File: config.mk
export PLATFORM = sky130hd
export DESIGN_NAME = sdram_pattern_tester_flat
export DESIGN_NICKNAME = d
export VERILOG_FILES = /design/src/rtl/sdram_pattern_tester_if.sv /design/src/rtl/sdram_pattern_tester.sv /design/src/flat_wrapper.sv
export SDC_FILE = /design/constraint.sdc
export NUM_CORES = 1
export LEC_CHECK = 0
export ABC_CLOCK_PERIOD_IN_PS = 2800
export BUFFER_PORTS_ARGS = -buffer_cell sky130_fd_sc_hd__buf_2
export CAP_MARGIN = 10
export CORE_MARGIN = 4
export CORE_UTILIZATION = 40
export DETAILED_ROUTE_END_ITERATION = 8
export PLACE_DENSITY_LB_ADDON = 0.08
export SYNTH_ARGS = -nofsm -noshare
export SYNTH_HDL_FRONTEND = slang
export SYNTH_SLANG_ARGS = --single-unit
File: constraint.sdc
create_clock -name clk -period 2.8 [get_ports clk]
set_input_delay 0.42 -clock clk [delete_from_list [all_inputs] [get_ports clk]]
set_output_delay 0.42 -clock clk [all_outputs]
set_load 0.02 [all_outputs]
File: src/rtl/sdram_pattern_tester_if.sv
// Avalon-MM bus between the SDRAM pattern tester (master) and the SDRAM
// controller slave port (az_* toward the controller, za_* back from it).
interface sdram_pattern_tester_if #(
   parameter int ADDR_W = 22,
   parameter int DATA_W = 16,
   parameter int BE_W   = 2
);
   logic [ADDR_W-1:0] az_addr;
   logic [DATA_W-1:0] az_data;
   logic [BE_W-1:0]   az_be_n;
   logic              az_wr_n;
   logic              az_rd_n;
   logic [DATA_W-1:0] za_data;
   logic              za_valid;
   logic              za_waitrequest;

   modport master (
      output az_addr, az_data, az_be_n, az_wr_n, az_rd_n,
      input  za_data, za_valid, za_waitrequest
   );

   modport slave (
      input  az_addr, az_data, az_be_n, az_wr_n, az_rd_n,
      output za_data, za_valid, za_waitrequest
   );
endinterface

File: src/rtl/sdram_pattern_tester.sv
// SDRAM self-test engine: writes expected(a) = a ^ SEED over an inclusive
// address range, reads it back with up to MAX_OUTSTANDING pipelined reads,
// and counts mismatches against the in-order read returns.
// Optional macro SDRAM_TESTER_INVERT_PASS_EN adds a second write/read pass
// over the same range using the bitwise-inverted pattern.
module sdram_pattern_tester #(
   parameter int          ADDR_W          = 22,
   parameter int          DATA_W          = 16,
   parameter int          BE_W            = 2,
   parameter int          MAX_OUTSTANDING = 4,
   parameter logic [15:0] SEED            = 16'hA5C3
) (
   input  logic                  clk,
   input  logic                  reset,
   input  logic                  start,
   input  logic [ADDR_W-1:0]     addr_start,
   input  logic [ADDR_W-1:0]     addr_end,
   output logic                  busy,
   output logic                  done,
   output logic                  pass,
   output logic [15:0]           err_count,
   output logic [ADDR_W-1:0]     first_err_addr,
   sdram_pattern_tester_if.master bus
);
   localparam int                CNT_W   = 4;
   localparam logic [CNT_W-1:0]  MAX_CNT = CNT_W'(MAX_OUTSTANDING);
   localparam logic [DATA_W-1:0] SEED_D  = DATA_W'(SEED);

   typedef enum logic [2:0] {IDLE, WRITE, READ, DRAIN, DONE} state_t;

   state_t            state;
   logic [ADDR_W-1:0] start_q;
   logic [ADDR_W-1:0] end_q;
   logic [ADDR_W-1:0] addr_q;
   logic [ADDR_W-1:0] addr_inc;
   logic [ADDR_W-1:0] cmp_addr;
   logic [DATA_W-1:0] data_q;
   logic              wr_n_q;
   logic              rd_n_q;
   logic [CNT_W-1:0]  out_q;
   logic [CNT_W-1:0]  out_next;
   logic              wr_accept;
   logic              rd_accept;
   logic              valid_counted;
   logic              word_bad;
   logic              inv;

`ifdef SDRAM_TESTER_INVERT_PASS_EN
   logic              second_pass;
   assign inv = second_pass;
`else
   assign inv = 1'b0;
`endif

   function automatic logic [DATA_W-1:0] pattern(input logic [ADDR_W-1:0] a,
                                                 input logic inv_en);
      pattern = a[DATA_W-1:0] ^ SEED_D ^ {DATA_W{inv_en}};
   endfunction

   assign bus.az_addr = addr_q;
   assign bus.az_data = data_q;
   assign bus.az_be_n = '0;
   assign bus.az_wr_n = wr_n_q;
   assign bus.az_rd_n = rd_n_q;

   assign wr_accept     = !wr_n_q && !bus.za_waitrequest;
   assign rd_accept     = !rd_n_q && !bus.za_waitrequest;
   assign valid_counted = bus.za_valid && (out_q != '0);
   assign word_bad      = bus.za_data != pattern(cmp_addr, inv);
   assign addr_inc      = addr_q + ADDR_W'(1);

   // Reads in flight after this edge; a return with nothing outstanding is stale and ignored.
   always_comb begin
      out_next = out_q;
      if (rd_accept && !valid_counted)
         out_next = out_q + CNT_W'(1);
      else if (!rd_accept && valid_counted)
         out_next = out_q - CNT_W'(1);
   end

   // Test sequencer: bus command generation, outstanding tracking and readback compare.
   always_ff @(posedge clk) begin
      if (reset) begin
         state          <= IDLE;
         start_q        <= '0;
         end_q          <= '0;
         addr_q         <= '0;
         cmp_addr       <= '0;
         data_q         <= '0;
         wr_n_q         <= 1'b1;
         rd_n_q         <= 1'b1;
         out_q          <= '0;
         busy           <= 1'b0;
         done           <= 1'b0;
         pass           <= 1'b0;
         err_count      <= '0;
         first_err_addr <= '0;
`ifdef SDRAM_TESTER_INVERT_PASS_EN
         second_pass    <= 1'b0;
`endif
      end else begin
         out_q <= out_next;
         if (valid_counted) begin
            cmp_addr <= cmp_addr + ADDR_W'(1);
            if (word_bad) begin
               if (err_count != 16'hFFFF)
                  err_count <= err_count + 16'd1;
               if (err_count == 16'd0)
                  first_err_addr <= cmp_addr;
            end
         end
         case (state)
            IDLE, DONE: begin
               if (start) begin
                  start_q        <= addr_start;
                  end_q          <= addr_end;
                  cmp_addr       <= addr_start;
                  err_count      <= '0;
                  first_err_addr <= '0;
                  pass           <= 1'b0;
                  done           <= 1'b0;
                  busy           <= 1'b1;
                  if (addr_end < addr_start) begin
                     // Empty range: pass through DRAIN (nothing outstanding) straight to DONE.
`ifdef SDRAM_TESTER_INVERT_PASS_EN
                     second_pass <= 1'b1;
`endif
                     state <= DRAIN;
                  end else begin
`ifdef SDRAM_TESTER_INVERT_PASS_EN
                     second_pass <= 1'b0;
`endif
                     addr_q <= addr_start;
                     data_q <= pattern(addr_start, 1'b0);
                     wr_n_q <= 1'b0;
                     state  <= WRITE;
                  end
               end
            end
            WRITE: begin
               if (wr_accept) begin
                  if (addr_q == end_q) begin
                     wr_n_q <= 1'b1;
                     rd_n_q <= 1'b0;
                     addr_q <= start_q;
                     state  <= READ;
                  end else begin
                     addr_q <= addr_inc;
                     data_q <= pattern(addr_inc, inv);
                  end
               end
            end
            READ: begin
               if (!rd_n_q) begin
                  if (!bus.za_waitrequest) begin
                     if (addr_q == end_q) begin
                        rd_n_q <= 1'b1;
                        state  <= DRAIN;
                     end else begin
                        addr_q <= addr_inc;
                        rd_n_q <= (out_next < MAX_CNT) ? 1'b0 : 1'b1;
                     end
                  end
               end else if (out_next < MAX_CNT) begin
                  rd_n_q <= 1'b0;
               end
            end
            DRAIN: begin
               if (out_q == '0) begin
`ifdef SDRAM_TESTER_INVERT_PASS_EN
                  if (!second_pass) begin
                     second_pass <= 1'b1;
                     addr_q      <= start_q;
                     cmp_addr    <= start_q;
                     data_q      <= pattern(start_q, 1'b1);
                     wr_n_q      <= 1'b0;
                     state       <= WRITE;
                  end else begin
                     busy  <= 1'b0;
                     done  <= 1'b1;
                     pass  <= (err_count == 16'd0);
                     state <= DONE;
                  end
`else
                  busy  <= 1'b0;
                  done  <= 1'b1;
                  pass  <= (err_count == 16'd0);
                  state <= DONE;
`endif
               end
            end
            default: state <= IDLE;
         endcase
      end
   end
endmodule

File: src/flat_wrapper.sv
// flat-port wrapper written by rule: the top's interface ports become plain ports
module sdram_pattern_tester_flat 
#(
   parameter int          ADDR_W          = 22,
   parameter int          DATA_W          = 16,
   parameter int          BE_W            = 2,
   parameter int          MAX_OUTSTANDING = 4,
   parameter logic [15:0] SEED            = 16'hA5C3
)
  (clk, reset, start, addr_start, addr_end, busy, done, pass, err_count, first_err_addr, bus_az_addr, bus_az_data, bus_az_be_n, bus_az_wr_n, bus_az_rd_n, bus_za_data, bus_za_valid, bus_za_waitrequest);
  sdram_pattern_tester_if #(.ADDR_W(ADDR_W), .DATA_W(DATA_W), .BE_W(BE_W)) bus_i ();
  input  logic clk;
  input  logic reset;
  input  logic start;
  input  logic [ADDR_W-1:0] addr_start;
  input  logic [ADDR_W-1:0] addr_end;
  output logic busy;
  output logic done;
  output logic pass;
  output logic [15:0] err_count;
  output logic [ADDR_W-1:0] first_err_addr;
  output wire logic [$bits(bus_i.az_addr)-1:0] bus_az_addr;
  output wire logic [$bits(bus_i.az_data)-1:0] bus_az_data;
  output wire logic [$bits(bus_i.az_be_n)-1:0] bus_az_be_n;
  output wire logic [$bits(bus_i.az_wr_n)-1:0] bus_az_wr_n;
  output wire logic [$bits(bus_i.az_rd_n)-1:0] bus_az_rd_n;
  input wire logic [$bits(bus_i.za_data)-1:0] bus_za_data;
  input wire logic [$bits(bus_i.za_valid)-1:0] bus_za_valid;
  input wire logic [$bits(bus_i.za_waitrequest)-1:0] bus_za_waitrequest;
  assign bus_az_addr = bus_i.az_addr;
  assign bus_az_data = bus_i.az_data;
  assign bus_az_be_n = bus_i.az_be_n;
  assign bus_az_wr_n = bus_i.az_wr_n;
  assign bus_az_rd_n = bus_i.az_rd_n;
  assign bus_i.za_data = bus_za_data;
  assign bus_i.za_valid = bus_za_valid;
  assign bus_i.za_waitrequest = bus_za_waitrequest;
  sdram_pattern_tester #(.ADDR_W(ADDR_W), .DATA_W(DATA_W), .BE_W(BE_W), .MAX_OUTSTANDING(MAX_OUTSTANDING), .SEED(SEED)) u_core (.clk(clk), .reset(reset), .start(start), .addr_start(addr_start), .addr_end(addr_end), .busy(busy), .done(done), .pass(pass), .err_count(err_count), .first_err_addr(first_err_addr), .bus(bus_i));
endmodule
==> metrics.md, run 1 <==
| Metric | Value |
|---|---|
| Setup CP Type | `register to register` |
| GRT Util Overall | `roughly 23%` |
| # IOs | `approximately 150` |
| Post-synth ARST share | `0%` |
| Reg2Reg Launch Point | `u_core.bus.az_addr[1]` |
| Worst-Skew Late Latency | `0.42 ns` |
| Switching power share of the total | `37.5%` |
| DIE HEIGHT | `about 150 µm` |
| Sequential share of power | `between 30 and 40%` |
| Multi-input logic area | `~4700 µm²` |
| Sink of the worst hold path | `u_core.end_q[21]` |
| Min-delay src | `addr_end[21]` |
| Yosys warns | `0` |
| Buffers on Ports | `145` |
| Main synth FF type | `dfxtp_1` |
| CTS tree | `done` |
| 1st-pass router iterations | `7` |
| Fin nets | `between 1000 and 1500` |
| Final max-slew violation count | `0` |
| Final instance area | `10100 µm²` |
| Clk slew on worst S/H paths | `around 0.060 ns` |
| Routability cong. | `between 0.8 and 0.9` |
| Initial Utilization | `roughly two fifths` |
| Arrival time at the worst endpoint | `2.90 ns` |
| Vias in the first global route | `7096` |
| Post-synth top area share | `between 30% and 40%` |
| Pin count of the biggest net entering global routing | `~100` |
| Slew at the pin closest to its max-slew limit | `around 0.74 ns` |
| Vias | `approximately 7700` |
| GR Overflow Total | `0` |
| Fraction of layout cells with a size suffix above 1 | `21.4%` |
| Fin. Hold Viols | `0` |
| VDD IR-drop max | `approximately 480 µV` |
| Total Wirelength | `about 27000 µm` |
| Dominant cells by area after synthesis | `dfxtp_1, nand2_1, xor2_1` |
| Mapped cell area | `roughly 8300 µm²` |
| Clock buffer depth | `2` |
| PnR worst setup slack | `roughly 0.18 ns` |
| Final number of setup-violating endpoints | `0` |
| Row cnt | `52` |
| Worst EP required | `around 3 ns` |
| CP startpoint kind | `register` |
| FF+latch count, synth | `154` |
| Clk pwr share | `roughly 28%` |
| Most frequent cell after synthesis | `nand2_1` |
| Reg2reg setup slack | `0.18 ns` |
| Clock skew | `about 0.010 ns` |
| Min-delay worst type | `input pin to register` |
| DRT iter0 DRCs | `roughly 430` |
| Setup Buffers After CTS | `0` |
| Die area | `about 23000 µm²` |
| Status | `finished clean` |
| Min cycle time layout | `approximately 2.6 ns` |
| Distinct cell type count after synthesis | `66` |
| Logic pwr share | `35.7%` |
| Syn_area_per_cell | `8.29 µm²` |
| EDFF count, synth | `0` |
| Core Area | `20300 µm²` |
| Area occupied by registers | `3080 µm²` |
| Crit. End Element | `register` |
| Area Overhead vs Synth | `21.6%` |
| Number of filler cells placed in the layout | `about 2000` |
| Final core occ | `roughly 50%` |
| Crit Path Max Fanout | `9` |
| Hold depth | `3` |
| Total CTS buffers | `17` |
| RR Endpoint | `u_core.bus.az_addr[4]` |
| Commonest cells in the netlist | `nand2_1, dfxtp_1, nor2_1` |
| Global-route wire length before repair | `40700 µm` |
| Worst reg2reg path depth | `7` |
| NetSw | `around 2.8 mW` |
| Max H-tree Level | `4` |
| Max cap viols | `0` |
| Register area share after synthesis | `between 30% and 40%` |
| Diode count | `0` |
| DRC | `0` |
| Wirelength per Cell | `approximately 19 µm` |
| Placed Area | `9530 µm²` |
| Internal | `4.72 mW` |
| Detailed Place HPWL | `~20000 µm` |
| Initial antenna violation count | `0` |
| Lkg Pwr | `around 4.4 nW` |
| Antenna-violating nets left | `0` |
| Largest area contributor in the netlist | `dfxtp_1` |
| Power per cell area | `roughly 750 nW/µm²` |
| Slew headroom | `50.7%` |
| Post-Synthesis Cells | `approximately 1000` |
| Vias per cell | `about 5.3` |
| DIE WIDTH | `~150 µm` |
| CTS Root Cell | `clkbuf_16` |
| Hold slack | `0.243 ns` |
| Worst slack, placed | `-0.135 ns` |
| Peak Freq | `381 MHz` |
| CTS Sinks | `~150` |
| Setup repair after global routing missed its margin | `false` |
| Post-route clock period utilization | `93.7%` |
[placed cells by master (no fill, tap or decap), drive strengths merged, types with 7 or more instances in the layout]
master  instances
buf           204
nand2         162
dfxtp         154
nor2           94
a21oi          76
xor2           52
inv            44
mux2i          43
xnor2          39
ha             29
nand3          25
a211oi         24
clkbuf         23
o21ai          20
nor4           18
nand4          17
a22oi          13
a22o           13
o211ai         12
nor3           10
and4            9
a21o            7
a222oi          7
[stage by stage]
stage / total power, mW / std cells / TNS [ns]
final: 7.55 / 1440 / 0
after global routing: 7.97 / 1440 / 0
after CTS: 7.60 / 1440 / 0
after detailed placement: 5.50 / 1410 / -2.94
after global placement: 5.49 / 1410 / -1.46
after floorplan: 4.52 / 999 / 0
[power by group through the flow]
stage / clock network (mW) / logic (mW) / registers, mW
3_3_place_gp: 0 / 2.66 / 2.82
6_report: 2.08 / 2.70 / 2.78
3_5_place_dp: 0 / 2.68 / 2.82
4_1_cts: 2.13 / 2.69 / 2.78
2_1_floorplan: 0 / 1.57 / 2.95
5_1_grt: 2.22 / 2.94 / 2.82
[kinds of logic (layout without fill, tap and decap cells)]
| group | count (synthesis) | in the layout | synth area share [%] |
|---|---|---|---|
| xor gates and xnor gates | 91 | 91 | 9.64 |
| and+or+nand+nor | 371 | 371 | 20.9 |
| muxes | 49 | 49 | 6.02 |
| AOI/OAI and AO/OA | 197 | 197 | 16.1 |
| buffers and inverters | 106 | 277 | 5.66 |
| adders and majority gates | 29 | 29 | 4.39 |
| other | 1 | 2 | 0.0453 |
| DFF | 154 | 154 | 37.3 |
[how the worst max path moves through the flow]
stage	startpoint	to	slack [ns]
5_1_grt	u_core.end_q[16]	u_core.bus.az_addr[4]	0.03
6_report	u_core.bus.az_addr[1]	u_core.bus.az_addr[4]	0.18
3_3_place_gp	addr_start[11]	u_core.bus.az_data[11]	-0.09
4_1_cts	u_core.bus.az_addr[1]	u_core.bus.az_addr[4]	0.19
2_1_floorplan	addr_start[11]	u_core.bus.az_data[11]	0.22
3_5_place_dp	addr_start[11]	u_core.bus.az_data[11]	-0.13
[worst max-delay path: stages (launching register included)]
cell and delay, ns:
dfxtp_1 0.51, xor2_1 0.14, nor4_2 0.31, nand4_2 0.29
or2_1 0.36, a21o_1 0.33, a222oi_1 0.40, a211oi_1 0.13
[metal layers]
metal	wire length (µm)	global-route usage [%]	vias up
li1	-	-	3781
met1	13100	33.7	3664
met2	12100	35.2	189
met3	1320	4.16	21
met4	369	5.71	0
met5	0	0	-
[sequential cells by signal, indices dropped and copies added, names as in the netlist]
register,cells
u_core.bus.az_addr,22
u_core.done,1
u_core.bus.az_data,16
u_core.out_q,4
u_core.err_count,16
u_core.end_q,22
u_core.bus.az_rd_n,1
u_core.busy,1
u_core.bus.az_wr_n,1
u_core.start_q,22
u_core.first_err_addr,22
u_core.state,3
u_core.pass,1
u_core.cmp_addr,22
[cell type report]
type / instances / area share [%]
Clock inverter: 7 / 0.448
Tap cell: 270 / 3.36
Multi-Input combinational cell: 739 / 47.1
Clock buffer: 23 / 4.66
Sequential cell: 154 / 30.7
Inverter: 43 / 1.61
Timing Repair Buffer: 204 / 12.1
[repair_timing]
action / CTS / global route
hold buffers: 0 / 0
setup endpoints to repair: 0 / 1
endpoints found under the hold margin: 0 / 0
resized for setup: 0 / 1
No activity file was read; power rests on OpenSTA's default activity.
==> run 2: changes to the inputs <==
Settings changed: ABC_AREA from default to 1.
==> metrics.md, run 2 <==
| Metric | Value |
|---|---|
| Post-Synthesis Cells | `1402` |
| EDFF count, synth | `0` |
| Slew headroom | `a little over two fifths` |
| Distinct cell type count after synthesis | `41` |
| Total CTS buffers | `17` |
| Final number of setup-violating endpoints | `0` |
| Fraction of layout cells with a size suffix above 1 | `around 17%` |
| DRT iter0 DRCs | `632` |
| Worst EP required | `~3.2 ns` |
| Max H-tree Level | `4` |
| CP max-delay cell | `dfxtp_1` |
| FF+latch count, synth | `~150` |
| Detailed Place HPWL | `roughly 23000 µm` |
| CTS tree | `done` |
| DIE WIDTH | `between 150 and 200 µm` |
| Clock buffer depth | `2` |
| Crit Path Max Fanout | `5` |
| Vias in the first global route | `a little under 9000` |
| Area Overhead vs Synth | `19.3%` |
| Clock skew | `0.00955 ns` |
| GR Overflow Total | `0` |
| Simple-Gate Fraction of Synth Area | `about a third` |
| Commonest cells in the netlist | `nand2_1, nor2_1, inv_1` |
| XOR/XNOR Fraction of Synth Area | `between 4 and 5%` |
| Initial antenna violation count | `0` |
| # resized after CTS | `0` |
| Post-Synth Adder-Cell Area | `under 10%` |
| Crit-path cells | `ha_1, nand2_1, nor3_1, nand3_1, nor2_1, xor2_1, o21ai_0, o21ai_0, nor2_1` |
| Min cycle time layout | `~2.4 ns` |
| DIE HEIGHT | `around 160 µm` |
| Min-delay worst type | `input pin to register` |
| Commonest non-fill, non-tap cell in the layout | `nand2_1` |
| Final core occ | `48.9%` |
| Setup Buffers After CTS | `0` |
| Clk slew on worst S/H paths | `around 0.070 ns` |
| Row cnt | `54` |
| Worst-Skew Late Latency | `about 0.43 ns` |
| 1st-pass router iterations | `5` |
| Setup repair after global routing missed its margin | `false` |
| Dominant cells by area after synthesis | `dfxtp_1, nand2_1, nor2_1` |
| Largest area contributor in the netlist | `dfxtp_1` |
| Final max-slew violation count | `0` |
| Commonest cells after routing, fill and taps aside | `nand2_1, inv_1, nor2_1` |
| Post-Route Setup TNS | `0 ns` |
| CTS Root Cell | `clkbuf_16` |
| VDD IR-drop max | `between 600 and 700 µV` |
| Die area | `approximately 25000 µm²` |
| Power per cell area | `just under 1000 nW/µm²` |
| Main synth FF type | `dfxtp_1` |
| GRT Util Overall | `23.4%` |
| WP buf/inv | `0` |
| Pin count of the biggest net entering global routing | `45` |
| Post-synth ARST share | `0%` |
| Vias | `9157` |
| Compound-Gate Fraction of Synth Area | `between 10% and 20%` |
| Initial Utilization | `about 41%` |
| Post-route clock period utilization | `about 85%` |
| Setup CP Type | `register to register` |
| Total Wirelength | `29100 µm` |
| Fin nets | `about 1600` |
| Main combinational cell family by area after synthesis | `simple AND/OR/NAND/NOR gates` |
| Syn_area_per_cell | `~6.4 µm²` |
| Vias per cell | `between 4 and 5` |
| Core Area | `22000 µm²` |
| Crit-path max cell delay | `a little over 0.5 ns` |
| Cell family with most CP delay | `simple AND/OR/NAND/NOR gates` |
| Slew at the pin closest to its max-slew limit | `approximately 0.85 ns` |
| Global-route wire length before repair | `46100 µm` |
| Post-synth top area share | `approximately a third` |
| Register area share after synthesis | `34.1%` |
| CTS Sinks | `approximately 150` |
| Routability cong. | `just over 0.9` |
| Number of filler cells placed in the layout | `around 2400` |
| Buffers on Ports | `between 100 and 150` |
| CP startpoint kind | `register` |
| Antenna-violating nets left | `0` |
| Peak Freq | `roughly 420 MHz` |
| Most frequent cell after synthesis | `nand2_1` |
| DRC | `0` |
| Status | `finished clean` |
| Max cap viols | `0` |
| # IOs | `between 100 and 150` |
| Hold-fix buffers, CTS | `0` |
| Arrival time at the worst endpoint | `about 2.7 ns` |
| Fin. Hold Viols | `0` |
| Mapped cell area | `around 9000 µm²` |
| Wirelength per Cell | `15.8 µm` |
| Lkg Pwr | `5.05 nW` |
| Yosys warns | `0` |
| Mux share of post-synthesis cell area | `0%` |
| Diode count | `0` |
| Crit. End Element | `register` |
-- run 2: cell count changes after synthesis, moves of 13 or more --
cell / previous run / this run
inv_1: 43 / 169
o21ai_0: 19 / 116
nor2_1: 93 / 171
nand2_2: 0 / 15
a211oi_1: 22 / 0
xnor2_1: 39 / 9
o21ai_1: 1 / 19
a22oi_1: 13 / 0
mux2i_1: 43 / 0
a22o_1: 13 / 0
nand3_1: 25 / 108
xor2_1: 52 / 35
nand2_1: 162 / 352
-- run 2: worst register-to-register path: cells and delay by family (launching register included) --
family / cells / cell delay, ns
XOR/XNOR: 1 / 0.10
flip-flops: 1 / 0.51
AND/OR/NAND/NOR: 5 / 0.88
adder cells (fa/ha/maj): 1 / 0.24
AO/OA/AOI/OAI: 2 / 0.58
-- run 2: kinds of logic after synthesis --
kind of cell | after synthesis
xor gates and xnor gates | 44
DFF | 154
buffers and inverters | 234
adders and majority gates | 29
AOI/OAI and AO/OA | 240
other | 1
and+or+nand+nor | 700
-- run 2: worst paths after layout --
check / startpoint / to / slack [ns] / cells past startpoint
worst max-delay path: u_core.bus.az_addr[0] / u_core.bus.az_data[12] / 0.43 / 9
worst min-delay path: addr_end[7] / u_core.end_q[7] / 0.25 / 3
worst max register to register: u_core.bus.az_addr[0] / u_core.bus.az_data[12] / 0.43 / 9
worst min register to register: u_core.first_err_addr[10] / u_core.first_err_addr[10] / 0.44 / 2
-- run 2: layout make-up --
type,count,area (µm²),share of cell area (%)
clock buffers,20,447,4.14
clock inverters,12,161,1.50
inverters,184,693,6.43
multi-input cells,1015,5040,46.8
flip-flops and latches,154,3080,28.6
well taps,280,350,3.25
repair buffers,177,1000,9.31
-- run 2: routing by layer --
metal | track usage, % | routed length (µm) | vias up
met5 | 0 | 0 | -
met4 | 8.29 | 802 | 0
met3 | 3.97 | 1380 | 45
met2 | 37.4 | 13200 | 261
met1 | 31.9 | 13800 | 4083
li1 | - | - | 4768
-- run 2: power breakdown --
| group | internal [mW] | total, mW | leakage (nW) | switching (mW) |
|---|---|---|---|---|
| Clock | 1.44 | 2.43 | 0.299 | 0.991 |
| Combinational | 1.58 | 4.81 | 3.49 | 3.23 |
| Sequential | 2.79 | 3.37 | 1.26 | 0.583 |
-- run 2: metrics by stage --
step | hold WS [ns] | area [µm²] | total power [mW] | setup WS, ns | std cells
2_1_floorplan | 0.419 | 9040 | 6.62 | 0.481 | 1403
3_3_place_gp | 0.428 | 10200 | 8.20 | 0.275 | 1810
3_5_place_dp | 0.431 | 10200 | 8.22 | 0.221 | 1810
4_1_cts | 0.237 | 10800 | 10.7 | 0.434 | 1842
5_1_grt | 0.269 | 10800 | 11.4 | 0.201 | 1842
6_report | 0.246 | 10800 | 10.6 | 0.433 | 1842
